==> src/rtl/spi_flash_reader.sv <==
// spi_flash_reader: SPI mode-0 master that reads one 32-bit word from serial
// flash per read strobe. It sends a READ command plus 24-bit byte address,
// optionally clocks turnaround cells, then shifts in 32 data bits. The word
// is returned byte-swapped to little-endian.
// Optional feature macro: SPI_FLASH_FAST_READ_EN selects FAST READ (0x0B)
// with 8 extra dummy cells.
module spi_flash_reader #(
  parameter int CLK_DIV    = 2,
  parameter int DUMMY_CLKS = 1
) (
  input  logic        clk,
  input  logic        reset,
  input  logic        rstrb,
  input  logic [19:0] word_address,
  output logic [31:0] rdata,
  output logic        rvalid,
  output logic        rbusy,
  output logic        spi_clk,
  output logic        spi_cs_n,
  output logic        spi_mosi,
  input  logic        spi_miso
);

`ifdef SPI_FLASH_FAST_READ_EN
  localparam logic [7:0] CMD_BYTE    = 8'h0B;
  localparam int         DUMMY_CELLS = DUMMY_CLKS + 8;
`else
  localparam logic [7:0] CMD_BYTE    = 8'h03;
  localparam int         DUMMY_CELLS = DUMMY_CLKS;
`endif

  // Divider counts clk cycles inside one bit cell; bit counter counts cells.
  localparam int DW = $clog2(2 * CLK_DIV + 1);
  localparam int BW = $clog2(64 + DUMMY_CLKS + 8 + 1);

  localparam logic [DW-1:0] DIV_LAST   = DW'(2 * CLK_DIV - 1);
  localparam logic [DW-1:0] DIV_HIGH   = DW'(CLK_DIV);
  localparam logic [DW-1:0] DIV_ONE    = DW'(1);
  localparam logic [BW-1:0] BIT_ONE    = BW'(1);
  localparam logic [BW-1:0] WORD_LAST  = BW'(31);
  localparam logic [BW-1:0] DUMMY_LAST = BW'(DUMMY_CELLS - 1);

  typedef enum logic [2:0] {
    ST_IDLE    = 3'd0,
    ST_CMD     = 3'd1,
    ST_DUMMY   = 3'd2,
    ST_DATA    = 3'd3,
    ST_RECOVER = 3'd4
  } state_t;

  function automatic logic [31:0] byte_swap32(input logic [31:0] w);
    return {w[7:0], w[15:8], w[23:16], w[31:24]};
  endfunction

  state_t        state_q, state_d;
  logic          launch_q, launch_d;
  logic [DW-1:0] div_q, div_d;
  logic [BW-1:0] bit_q, bit_d;
  logic [31:0]   shift_q, shift_d;
  logic [31:0]   w_q, w_d;
  logic [31:0]   rdata_q, rdata_d;
  logic          rvalid_q, rvalid_d;
  logic          rbusy_q, rbusy_d;
  logic          spi_clk_q, spi_clk_d;
  logic          spi_cs_n_q, spi_cs_n_d;
  logic          spi_mosi_q, spi_mosi_d;

  logic [DW-1:0] div_inc_s;
  logic          cell_end_s;
  logic [31:0]   w_shift_s;

  // Next-state and next-output logic; launch_q delays the first cell by one
  // cycle so chip select falls on the edge after the strobe is accepted.
  always_comb begin
    state_d    = state_q;
    launch_d   = launch_q;
    div_d      = div_q;
    bit_d      = bit_q;
    shift_d    = shift_q;
    w_d        = w_q;
    rdata_d    = rdata_q;
    rvalid_d   = 1'b0;
    rbusy_d    = rbusy_q;
    spi_clk_d  = spi_clk_q;
    spi_cs_n_d = spi_cs_n_q;
    spi_mosi_d = spi_mosi_q;
    div_inc_s  = div_q + DIV_ONE;
    cell_end_s = (div_q == DIV_LAST);
    w_shift_s  = {w_q[30:0], spi_miso};

    case (state_q)
      ST_IDLE: begin
        if (rstrb) begin
          state_d  = ST_CMD;
          launch_d = 1'b1;
          div_d    = {DW{1'b0}};
          bit_d    = {BW{1'b0}};
          shift_d  = {CMD_BYTE, 2'b00, word_address, 2'b00};
          w_d      = 32'h0000_0000;
        end else begin
          state_d = ST_IDLE;
        end
      end

      ST_CMD: begin
        if (launch_q) begin
          launch_d   = 1'b0;
          rbusy_d    = 1'b1;
          spi_cs_n_d = 1'b0;
          spi_clk_d  = 1'b0;
          spi_mosi_d = shift_q[31];
        end else if (cell_end_s) begin
          div_d     = {DW{1'b0}};
          spi_clk_d = 1'b0;
          shift_d   = {shift_q[30:0], 1'b0};
          if (bit_q == WORD_LAST) begin
            bit_d      = {BW{1'b0}};
            spi_mosi_d = 1'b0;
            state_d    = (DUMMY_CELLS == 0) ? ST_DATA : ST_DUMMY;
          end else begin
            bit_d      = bit_q + BIT_ONE;
            spi_mosi_d = shift_q[30];
          end
        end else begin
          div_d     = div_inc_s;
          spi_clk_d = (div_inc_s >= DIV_HIGH);
        end
      end

      ST_DUMMY: begin
        if (cell_end_s) begin
          div_d     = {DW{1'b0}};
          spi_clk_d = 1'b0;
          if (bit_q == DUMMY_LAST) begin
            bit_d   = {BW{1'b0}};
            state_d = ST_DATA;
          end else begin
            bit_d = bit_q + BIT_ONE;
          end
        end else begin
          div_d     = div_inc_s;
          spi_clk_d = (div_inc_s >= DIV_HIGH);
        end
      end

      ST_DATA: begin
        if (cell_end_s) begin
          div_d     = {DW{1'b0}};
          spi_clk_d = 1'b0;
          w_d       = w_shift_s;
          if (bit_q == WORD_LAST) begin
            bit_d      = {BW{1'b0}};
            state_d    = ST_RECOVER;
            spi_cs_n_d = 1'b1;
            rvalid_d   = 1'b1;
            rdata_d    = byte_swap32(w_shift_s);
          end else begin
            bit_d = bit_q + BIT_ONE;
          end
        end else begin
          div_d     = div_inc_s;
          spi_clk_d = (div_inc_s >= DIV_HIGH);
        end
      end

      ST_RECOVER: begin
        if (cell_end_s) begin
          div_d   = {DW{1'b0}};
          rbusy_d = 1'b0;
          state_d = ST_IDLE;
        end else begin
          div_d = div_inc_s;
        end
      end

      default: begin
        state_d    = ST_IDLE;
        launch_d   = 1'b0;
        rbusy_d    = 1'b0;
        spi_clk_d  = 1'b0;
        spi_cs_n_d = 1'b1;
        spi_mosi_d = 1'b0;
      end
    endcase
  end

  // State, datapath and output registers with synchronous reset.
  always_ff @(posedge clk) begin
    if (reset) begin
      state_q    <= ST_IDLE;
      launch_q   <= 1'b0;
      div_q      <= {DW{1'b0}};
      bit_q      <= {BW{1'b0}};
      shift_q    <= 32'h0000_0000;
      w_q        <= 32'h0000_0000;
      rdata_q    <= 32'h0000_0000;
      rvalid_q   <= 1'b0;
      rbusy_q    <= 1'b0;
      spi_clk_q  <= 1'b0;
      spi_cs_n_q <= 1'b1;
      spi_mosi_q <= 1'b0;
    end else begin
      state_q    <= state_d;
      launch_q   <= launch_d;
      div_q      <= div_d;
      bit_q      <= bit_d;
      shift_q    <= shift_d;
      w_q        <= w_d;
      rdata_q    <= rdata_d;
      rvalid_q   <= rvalid_d;
      rbusy_q    <= rbusy_d;
      spi_clk_q  <= spi_clk_d;
      spi_cs_n_q <= spi_cs_n_d;
      spi_mosi_q <= spi_mosi_d;
    end
  end

  assign rdata    = rdata_q;
  assign rvalid   = rvalid_q;
  assign rbusy    = rbusy_q;
  assign spi_clk  = spi_clk_q;
  assign spi_cs_n = spi_cs_n_q;
  assign spi_mosi = spi_mosi_q;

endmodule

==> config.mk <==
export PLATFORM = sky130hd
export DESIGN_NAME = spi_flash_reader
export DESIGN_NICKNAME = d
export VERILOG_FILES = /design/src/rtl/spi_flash_reader.sv
export SDC_FILE = /design/constraint.sdc
export NUM_CORES = 1
export LEC_CHECK = 0
export ABC_CLOCK_PERIOD_IN_PS = 3900
export CAP_MARGIN = 20
export CORE_ASPECT_RATIO = 1.25
export CORE_MARGIN = 3
export CORE_UTILIZATION = 60
export CTS_BUF_LIST = sky130_fd_sc_hd__clkbuf_4 sky130_fd_sc_hd__clkbuf_8
export DETAILED_ROUTE_END_ITERATION = 6
export PLACE_DENSITY = 0.87
export RECOVER_POWER = 50
export SLEW_MARGIN = 20
export SYNTH_ARGS = -nofsm -noshare
export SYNTH_HDL_FRONTEND = slang
export SYNTH_SLANG_ARGS = --single-unit
==> constraint.sdc <==
create_clock -name clk -period 3.9 [get_ports clk]
set_input_delay 1.17 -clock clk [delete_from_list [all_inputs] [get_ports clk]]
set_output_delay 1.17 -clock clk [all_outputs]
set_load 0.1 [all_outputs]
; ---- After elaboration in Yosys (flattened, before gate mapping)
; Cells that the tools add are included.
[word_totals]
input_bits = 24
output_inout_bits = 37
wordCells = 106
ff_bits = 114
[classes]
bitwise = 6
addsub = 2
reduce_logical = 23
magnitude_cmp = 1
n_eq_ne = 17
n_mux = 45
[op_table]
columns = cell, n
row1 = $mux W32, 3
row2 = $pmux W32 S2, 1
row3 = $mux W31, 2
row4 = $pmux W31 S2, 1
row5 = $mux W7, 6
row6 = $mux W3, 11
row7 = $pmux W7 S4, 1
row8 = $ne A2 B2 Y1 const B, 10
row9 = $pmux W3 S5, 1
row10 = $mux W1, 13
row11 = $reduce_and A3 Y1, 4
row12 = $reduce_and A4 Y1, 3
row13 = $reduce_or A3 Y1, 4
row14 = $eq A3 B2 Y1 const B, 3
row15 = $pmux W1 S3, 3
row16 = $pmux W3 S3, 1
row17 = $reduce_and A8 Y1, 1
row18 = $add A7 B1 Y7 const B, 1
row19 = $eq A7 B5 Y1 const B, 1
row20 = $logic_not A7 Y1, 1
row21 = $not A1 Y1, 6
row22 = $pmux W1 S2, 2
row23 = $reduce_and A2 Y1, 2
row24 = $reduce_bool A2 Y1, 2
row25 = other kinds (10), 11

; ---- Longest topological paths before layout
; Gate-level depths: netlist (run 1).
[depth]
depth_word = 5
ltp_mapped = 9
mapped_depth_nobuf = 7

; ---- Worst setup path after synthesis (run 1)
; OpenSTA, ideal clock, no wires.
[synth_timing]
path_type = input to register
startpoint = input rstrb
endpoint = register bit_q[4]
cell_stages = 5
t_required_ps = 3767
slack_ps = 1668
arrival_ps = 2099
n_path_buf = 0
setup_time_ps = 133
path_cell_list = nor2b_1 nand2_1 a221oi_1 o21bai_1 a2111oi_2
[synth_via]
elab_chain_cells = 2
[synth_rtl]
columns = element, line
row1 = "start, declared", 13  ; input logic rstrb,
row2 = $ne A2 B2 Y1 (no line), n/a
row3 = $reduce_and A4 Y1 (no line), n/a
row4 = "end signal, assigned", 193  ; bit_q <= {BW{1'b0}};
row5 = "end signal, assigned", 206  ; bit_q <= bit_d;
row6 = "end, declared", 58  ; logic [BW-1:0] bit_q, bit_d;
; No other way between the ends.
; A chain may end at the register's enable or synchronous reset.

; ---- Worst setup path in the final report (run 1)
[layout_timing]
startpoint = register rdata_q[7] (netlist: rdata[7])
endpoint = output rdata[7]
[layout_lines]
columns = element, line
row1 = "start, declared", 61  ; logic [31:0] rdata_q, rdata_d;
row2 = "start signal, assigned", 209  ; rdata_q <= rdata_d;
row3 = "end, declared", 15  ; output logic [31:0] rdata,
; No word-level cell between the ends.

==> qor.yml, run 1 <==
synthesis:
  synth_top_area_frac: 0.516
  async_reset_ff_frac: 0
  synth_fp_nets: 493
  syn-cell-area_mm2: 0.00434
  synth-seq-cells: 112
  yosysTopAreaCell: "dfxtp_1"
  synth_ff_type: "dfxtp_1"
  syn_avg_cell_area_um2: 9.38
  yosys-top-cells-area: "dfxtp_1 (52%), a22oi_1 (6.9%), nor2_1 (6.4%)"
  ys_seq_area_frac: 0.516
  yosysUniqueCellTypes: 49
  syn-instance-count: 463
  ys_warn_count: 0
  synth.most_common_cell: "dfxtp_1"
  ys_top_cells_by_count: "dfxtp_1 (112), nor2_1 (74), nand2_1 (51)"
  synth-edff-count: 0
run:
  cap_violations: 0
grt:
  grt_overflow_total: 0
  grt_use_total: 0.228
  grt_max_degree: 75
  grt_pass1_vias: 3316
  antenna_found_initial: 0
  grt_pass1_wl_mm: 15.0
sta:
  setup_tns_ns: 0
  slew_headroom: 0.0252
  clock_skew_ns: 0.0101
  tightest_slew_ns: 1.46
  final.period_utilization: 0.787
  maxSlewViolCount: 0
  hold_slack_ns: 0.485
  period_minus_slack_ns: 3.07
  hold_violations: 0
  setup_violations: 0
  clock.fmax_mhz: 326
  rsz0062_at_grt: "no"
setup_path:
  ff2ff_path_depth: 7
  path_buf_inv: 1
  r2r-start: "div_q[0]$_SDFFE_PP0P_"
  worstPathCellList: "clkdlybuf4s50_1"
  critPathRequiredTime_ns: 2.73
  reg2reg_slack_ns: 1.39
  crit_path_max_incr_delay_ns: 1.15
  start_kind: "register"
  cp_slowest_cell: "clkdlybuf4s50_1"
  r2r-end: "shift_q[28]$_SDFFE_PP0P_"
  path_delay_family: "buffers and inverters"
  cp_max_fo: 2
  critical_path_class: "reg -> out"
  arrival_ns: 1.90
  crit_cells: 1
  end_kind: "output port"
power:
  ir_worst_vdd_v: 0.000256
  p_leak_nw: 1.86
  power_density_mw_per_mm2: 448
routing:
  drt_first_pass_iters: 5
  ant_nets: 0
  initialDrtViolationCount: 225
  wl_met3_um: 369
  vias: 3517
  drc: 0
  wl_met1_mm: 3.67
  wl_per_cell_um: 14.9
  top_layer: "met4"
  routed-wl-met2_mm: 4.72
  routed_wl_mm: 8.94
  vias_per_cell: 5.88
worst_hold_path:
  hp-start: "shift_q[12]$_SDFFE_PP0P_"
  min-delay-path-class: "reg -> reg"
  worstHoldPathCells: 2
  hold_end: "shift_q[13]$_SDFFE_PP0P_"
floorplanning:
  start_util: 0.623
  core.rowCount: 34
  dieArea_mm2: 0.00830
  core_mm2: 0.00698
  die_h_um: 101
  die_w_um: 82.1
  boundaryPins: 61
cells_and_area:
  area_delta_synth_final_pct: 17.5
  nets: 533
  fillers: 522
  drive_above_1_share: 0.0709
  antenna_cells: 0
  fin_util: 0.731
clocking:
  clk_latency_ns: 0.37
  clock_sinks: 112
  clock-root-buffer: "clkbuf_8"
  cts_made_buffers: 9
  clock_path_buffers: 2
  holdBufCountCts: 0
  cts_tree: "done"
  cts-resized-gates: 0
  post-cts-setup-buffers: 0
  clkTransAtPathRegs_ns: 0.11
  h-tree-depth: 3
place:
  gp_congestion: 0.850
  io_buffer_count: 60
  dp_hpwl_mm: 5.98
run_status:
  status: "completed"
[layer usage]
layer	vias to the layer above	track usage
li1	1731	-
met1	1684	0.282
met2	86	0.387
met3	16	0.0329
met4	0	0.107
met5	-	0
[per-stage QoR]
| stage | instance area (µm²) | std cells | total power, mW | setup slack (ns) |
|---|---|---|---|---|
| CTS | 5130 | 598 | 2.30 | 0.812 |
| global placement | 4900 | 582 | 1.52 | 0.979 |
| floorplan | 4340 | 463 | 1.46 | 1.67 |
| detailed placement | 4900 | 582 | 1.53 | 0.937 |
| global route | 5100 | 598 | 2.38 | 0.788 |
| finish | 5100 | 598 | 2.29 | 0.831 |
[layout make-up]
cell class	instances	area [µm²]	share of cell area
clock buffers	9	124	0.0243
clock inverters	7	111	0.0218
inverters	9	33.8	0.00662
multi-input cells	304	1880	0.368
flip-flops and latches	112	2240	0.439
well taps	90	113	0.0221
repair buffers	67	601	0.118
[layout by cell type (no fill, tap or decap), types with 4 or more instances in the layout]
cell type,synthesis,routed
clkdlybuf4s50_1,0,52
clkbuf_8,0,9
dfxtp_1,112,112
buf_4,2,6
nor2_1,74,74
nand2_1,51,51
or3_1,4,4
xnor2_1,6,6
inv_1,9,9
a311oi_1,19,19
a22o_1,31,31
o21ai_0,6,6
nand3_1,6,6
a22oi_1,40,40
ha_1,6,6
a21oi_1,17,17
clkbuf_1,20,8
[worst max path at each step]
stage	end	start
4_1_cts	rdata[7]	rdata[7]$_SDFFE_PP0P_
5_1_grt	rbusy	rbusy$_SDFFE_PP0P_
6_report	rdata[7]	rdata[7]$_SDFFE_PP0P_
3_3_place_gp	bit_q[4]$_SDFFE_PP0P_	rstrb
3_5_place_dp	bit_q[4]$_SDFFE_PP0P_	rstrb
2_1_floorplan	bit_q[4]$_SDFFE_PP0P_	rstrb
[registers in the layout, summed over array words and instances, names as in the netlist]
register	cells
launch_q	1
shift_q	30
bit_q	7
rdata	32
spi_mosi	1
spi_cs_n	1
rvalid	1
rbusy	1
w_q	31
spi_clk	1
div_q	3
state_q	3
[power by group]
group          internal, mW  total, mW  switching (mW)
Combinational        0.0987      0.274           0.175
Clock                 0.378      0.787           0.410
Sequential             1.19       1.23          0.0398
[cells by family (layout without fill, tap and decap cells)]
group | Yosys count | in the layout | share of synthesized area
XOR/XNOR | 6 | 6 | 0.0121
AND/OR/NAND/NOR | 161 | 161 | 0.165
AO/OA/AOI/OAI | 129 | 129 | 0.230
adder cells (fa/ha/maj) | 6 | 6 | 0.0173
multiplexers | 2 | 2 | 0.00461
buffers and inverters | 47 | 92 | 0.0541
flip-flops | 112 | 112 | 0.516
(Power assumes the default switching activity.)
==> run 2, diff against run 1 <==
--- a/config.mk
+++ b/config.mk
@@ -5,14 +5,14 @@
 export SDC_FILE = /design/constraint.sdc
 export NUM_CORES = 1
 export LEC_CHECK = 0
-export ABC_CLOCK_PERIOD_IN_PS = 3900
+export ABC_CLOCK_PERIOD_IN_PS = 2600
 export CAP_MARGIN = 20
 export CORE_ASPECT_RATIO = 1.25
 export CORE_MARGIN = 3
-export CORE_UTILIZATION = 60
+export CORE_UTILIZATION = 51
 export CTS_BUF_LIST = sky130_fd_sc_hd__clkbuf_4 sky130_fd_sc_hd__clkbuf_8
 export DETAILED_ROUTE_END_ITERATION = 6
-export PLACE_DENSITY = 0.87
+export PLACE_DENSITY = 0.78
 export RECOVER_POWER = 50
 export SLEW_MARGIN = 20
 export SYNTH_ARGS = -nofsm -noshare
==> constraint.sdc (replaced) <==
create_clock -name clk -period 2.6 [get_ports clk]
set_input_delay 0.78 -clock clk [delete_from_list [all_inputs] [get_ports clk]]
set_output_delay 0.78 -clock clk [all_outputs]
set_load 0.1 [all_outputs]
==> run 2 against run 1 <==
Compared with the run above: via count fell by 0.74%; critical path depth rose by 6; largest power group unchanged; die area rose by 16%; clock-buffer cell count increased by 1; worst setup slack worse by 0.56 ns; hold slack got worse by 0.020 ns; global-route usage decreased by 4.7 points; register-to-register slack lost 1.1 ns; sequential cell count unchanged.
==> qor.yml, run 2 (synthesis results as in run 1) <==
run_status:
  status: "completed"  # unchanged
sta:
  hold_violations: 0  # unchanged
  clock.fmax_mhz: 430
  final.period_utilization: 0.895
  slew_headroom: 0.413  # was 0.0252
  maxSlewViolCount: 0  # unchanged
  setup_tns_ns: 0  # unchanged
  tightest_slew_ns: 0.880  # was 1.46 ns
  rsz0062_at_grt: "no"  # unchanged
  setup_violations: 0  # unchanged
  clock_skew_ns: 0.0126  # was 0.0101 ns
  period_minus_slack_ns: 2.33
setup_path:
  arrival_ns: 2.56  # was 1.90 ns
  critPathRequiredTime_ns: 2.83  # was 2.73 ns
  cp_common_cell: "ha_1"
  end_kind: "register"  # was output port
  worstPathCellList: "ha_1 > ha_1 > nor2b_1 > mux2i_1 > or3_1 > a22oi_1 > nor2_1"  # was clkdlybuf4s50_1
  cp_max_fo: 11  # was 2
  start_kind: "register"  # unchanged
  crit_path_max_incr_delay_ns: 0.48  # was 1.15 ns
  cp_slowest_cell: "or3_1"  # was clkdlybuf4s50_1
  critical_path_class: "reg -> reg"  # was reg -> out
routing:
  vias_per_cell: 5.74  # was 5.88
  top_layer: "met4"  # unchanged
  drt_first_pass_iters: 4  # was 5
  ant_nets: 0  # unchanged
  initialDrtViolationCount: 154  # was 225
  wl_met1_mm: 3.75  # was 3.67 mm
  routed_wl_mm: 8.39  # was 8.94 mm
  vias: 3491  # was 3517
  wl_met3_um: 490  # was 369 µm
  routed-wl-met2_mm: 4.06  # was 4.72 mm
  drc: 0  # unchanged
  wl_per_cell_um: 13.8  # was 14.9 µm
power:
  switching_power_mw: 0.901  # was 0.625 mW
  power_frac_seq: 0.571  # was 0.536
  pwr-share-comb: 0.130  # was 0.120
  switching_share: 0.281  # was 0.273
  pwr-share-clk: 0.298  # was 0.344
  ir_worst_vdd_v: 0.000348  # was 0.000256 V
  p_leak_nw: 1.89  # was 1.86 nW
  power_density_mw_per_mm2: 651  # was 448 mW/mm²
  p_int_mw: 2.31  # was 1.66 mW
clocking:
  holdBufCountCts: 0  # unchanged
  cts_tree: "done"  # unchanged
  clock_sinks: 112  # unchanged
  clk_latency_ns: 0.36  # was 0.37 ns
  clock_path_buffers: 2  # unchanged
  clock-root-buffer: "clkbuf_8"  # unchanged
  cts-resized-gates: 0  # unchanged
  post-cts-setup-buffers: 0  # unchanged
  cts_made_buffers: 9  # unchanged
  h-tree-depth: 3  # unchanged
  clkTransAtPathRegs_ns: 0.10  # was 0.11 ns
run:
  cap_violations: 0  # unchanged
cells_and_area:
  area_delta_synth_final_pct: 13.3  # was 17.5%
  largest_reg_flops: 32  # unchanged
  final_common_cell: "dfxtp_1"  # unchanged
  nets: 536  # was 533
  antenna_cells: 0  # unchanged
  fin_util: 0.597  # was 0.731
  layout_common_cells: "dfxtp_1 (112), nor2_1 (74), nand2_1 (51), a22oi_1 (40), clkbuf_2 (38)"  # was dfxtp_1 (112), nor2_1 (74), clkdlybuf4s50_1 (52), nand2_1 (51), a22oi_1 (40)
  drive_above_1_share: 0.143  # was 0.0709
floorplanning:
  boundaryPins: 61  # unchanged
  die_w_um: 88.6  # was 82.1 µm
  core.rowCount: 37  # was 34
  dieArea_mm2: 0.00967  # was 0.00830 mm²
  core_mm2: 0.00824  # was 0.00698 mm²
  start_util: 0.527  # was 0.623
  die_h_um: 109  # was 101 µm
grt:
  antenna_found_initial: 0  # unchanged
  grt_pass1_vias: 3215  # was 3316
  grt_overflow_total: 0  # unchanged
  grt_max_degree: 75  # unchanged
  grt_pass1_wl_mm: 14.3  # was 15.0 mm
  grt_use_total: 0.181  # was 0.228
worst_hold_path:
  min-delay-path-class: "reg -> reg"  # unchanged
place:
  io_buffer_count: 60  # unchanged
  dp_hpwl_mm: 5.55  # was 5.98 mm
  gp_congestion: 0.819  # was 0.850
## run 2: changes by cell type in the layout (fill, tap and decap cells not counted), moves of 2 or more
cell	change
inv_6	+2
nor2b_1	+2
clkbuf_2	+37
inv_8	-2
clkdlybuf4s50_1	-30
clkbuf_1	-5
bufinv_16	-2
## run 2: path summary, 6_finish.rpt
| kind | start | end | slack [ns] | depth (start not counted) |
|---|---|---|---|---|
| worst min register to register | spi_mosi$_SDFFE_PP0P_ | spi_mosi$_SDFFE_PP0P_ | 0.46 | 2 |
| worst max register to register | div_q[0]$_SDFFE_PP0P_ | shift_q[29]$_SDFFE_PP0P_ | 0.27 | 7 |
| worst max-delay path | div_q[0]$_SDFFE_PP0P_ | shift_q[29]$_SDFFE_PP0P_ | 0.27 | 7 |
| worst min-delay path | spi_mosi$_SDFFE_PP0P_ | spi_mosi$_SDFFE_PP0P_ | 0.46 | 2 |
## run 2: through the flow
stage / power, mW / setup slack, ns / area, µm² / hold slack [ns] / instances
after floorplan: 2.18 / 0.667 / 4340 / 0.449 / 463
after global placement: 2.29 / 0.169 / 4870 / 0.448 / 592
after detailed placement: 2.31 / 0.145 / 4870 / 0.454 / 592
after CTS: 3.26 / 0.169 / 5050 / 0.472 / 608
after global routing: 3.37 / 0.0905 / 4920 / 0.500 / 608
final: 3.21 / 0.273 / 4920 / 0.465 / 608
## run 2: layout make-up
class / instances / area, µm²
sequential: 112 / 2240
inverter: 9 / 33.8
multi-input combinational: 304 / 1860
clock buffer: 10 / 131
timing repair buffer: 70 / 484
fill: 733 / 3320
clock inverter: 6 / 51.3
tap: 97 / 121
## run 2: worst max-delay path: cells and delay by family (launching register included)
family / cells / cell delay (ns)
multiplexers: 1 / 0.17
AND/OR/NAND/NOR: 3 / 0.82
adder cells (fa/ha/maj): 2 / 0.56
flip-flops: 1 / 0.39
AO/OA/AOI/OAI: 1 / 0.26
## run 2: power by group through the flow
stage | Clock (mW) | Sequential, mW | Combinational, mW
global route | 1.06 | 1.84 | 0.468
CTS | 0.992 | 1.83 | 0.434
finish | 0.956 | 1.83 | 0.418
detailed placement | 0 | 1.87 | 0.433
floorplan | 0 | 1.89 | 0.297
global placement | 0 | 1.87 | 0.422
## run 2: per-layer routing
metal,vias up,global-route usage
li1,1729,-
met1,1655,0.230
met2,99,0.304
met3,8,0.0378
met4,0,0.0616
met5,-,0
==> run 3, diff against run 2 <==
--- a/config.mk
+++ b/config.mk
@@ -6,7 +6,7 @@
 export NUM_CORES = 1
 export LEC_CHECK = 0
 export ABC_CLOCK_PERIOD_IN_PS = 2600
-export CAP_MARGIN = 20
+export CAP_MARGIN = 10
 export CORE_ASPECT_RATIO = 1.25
 export CORE_MARGIN = 3
 export CORE_UTILIZATION = 51
==> results of run 3 <==
Final layout, timing and power as in run 2 (identical DEF).
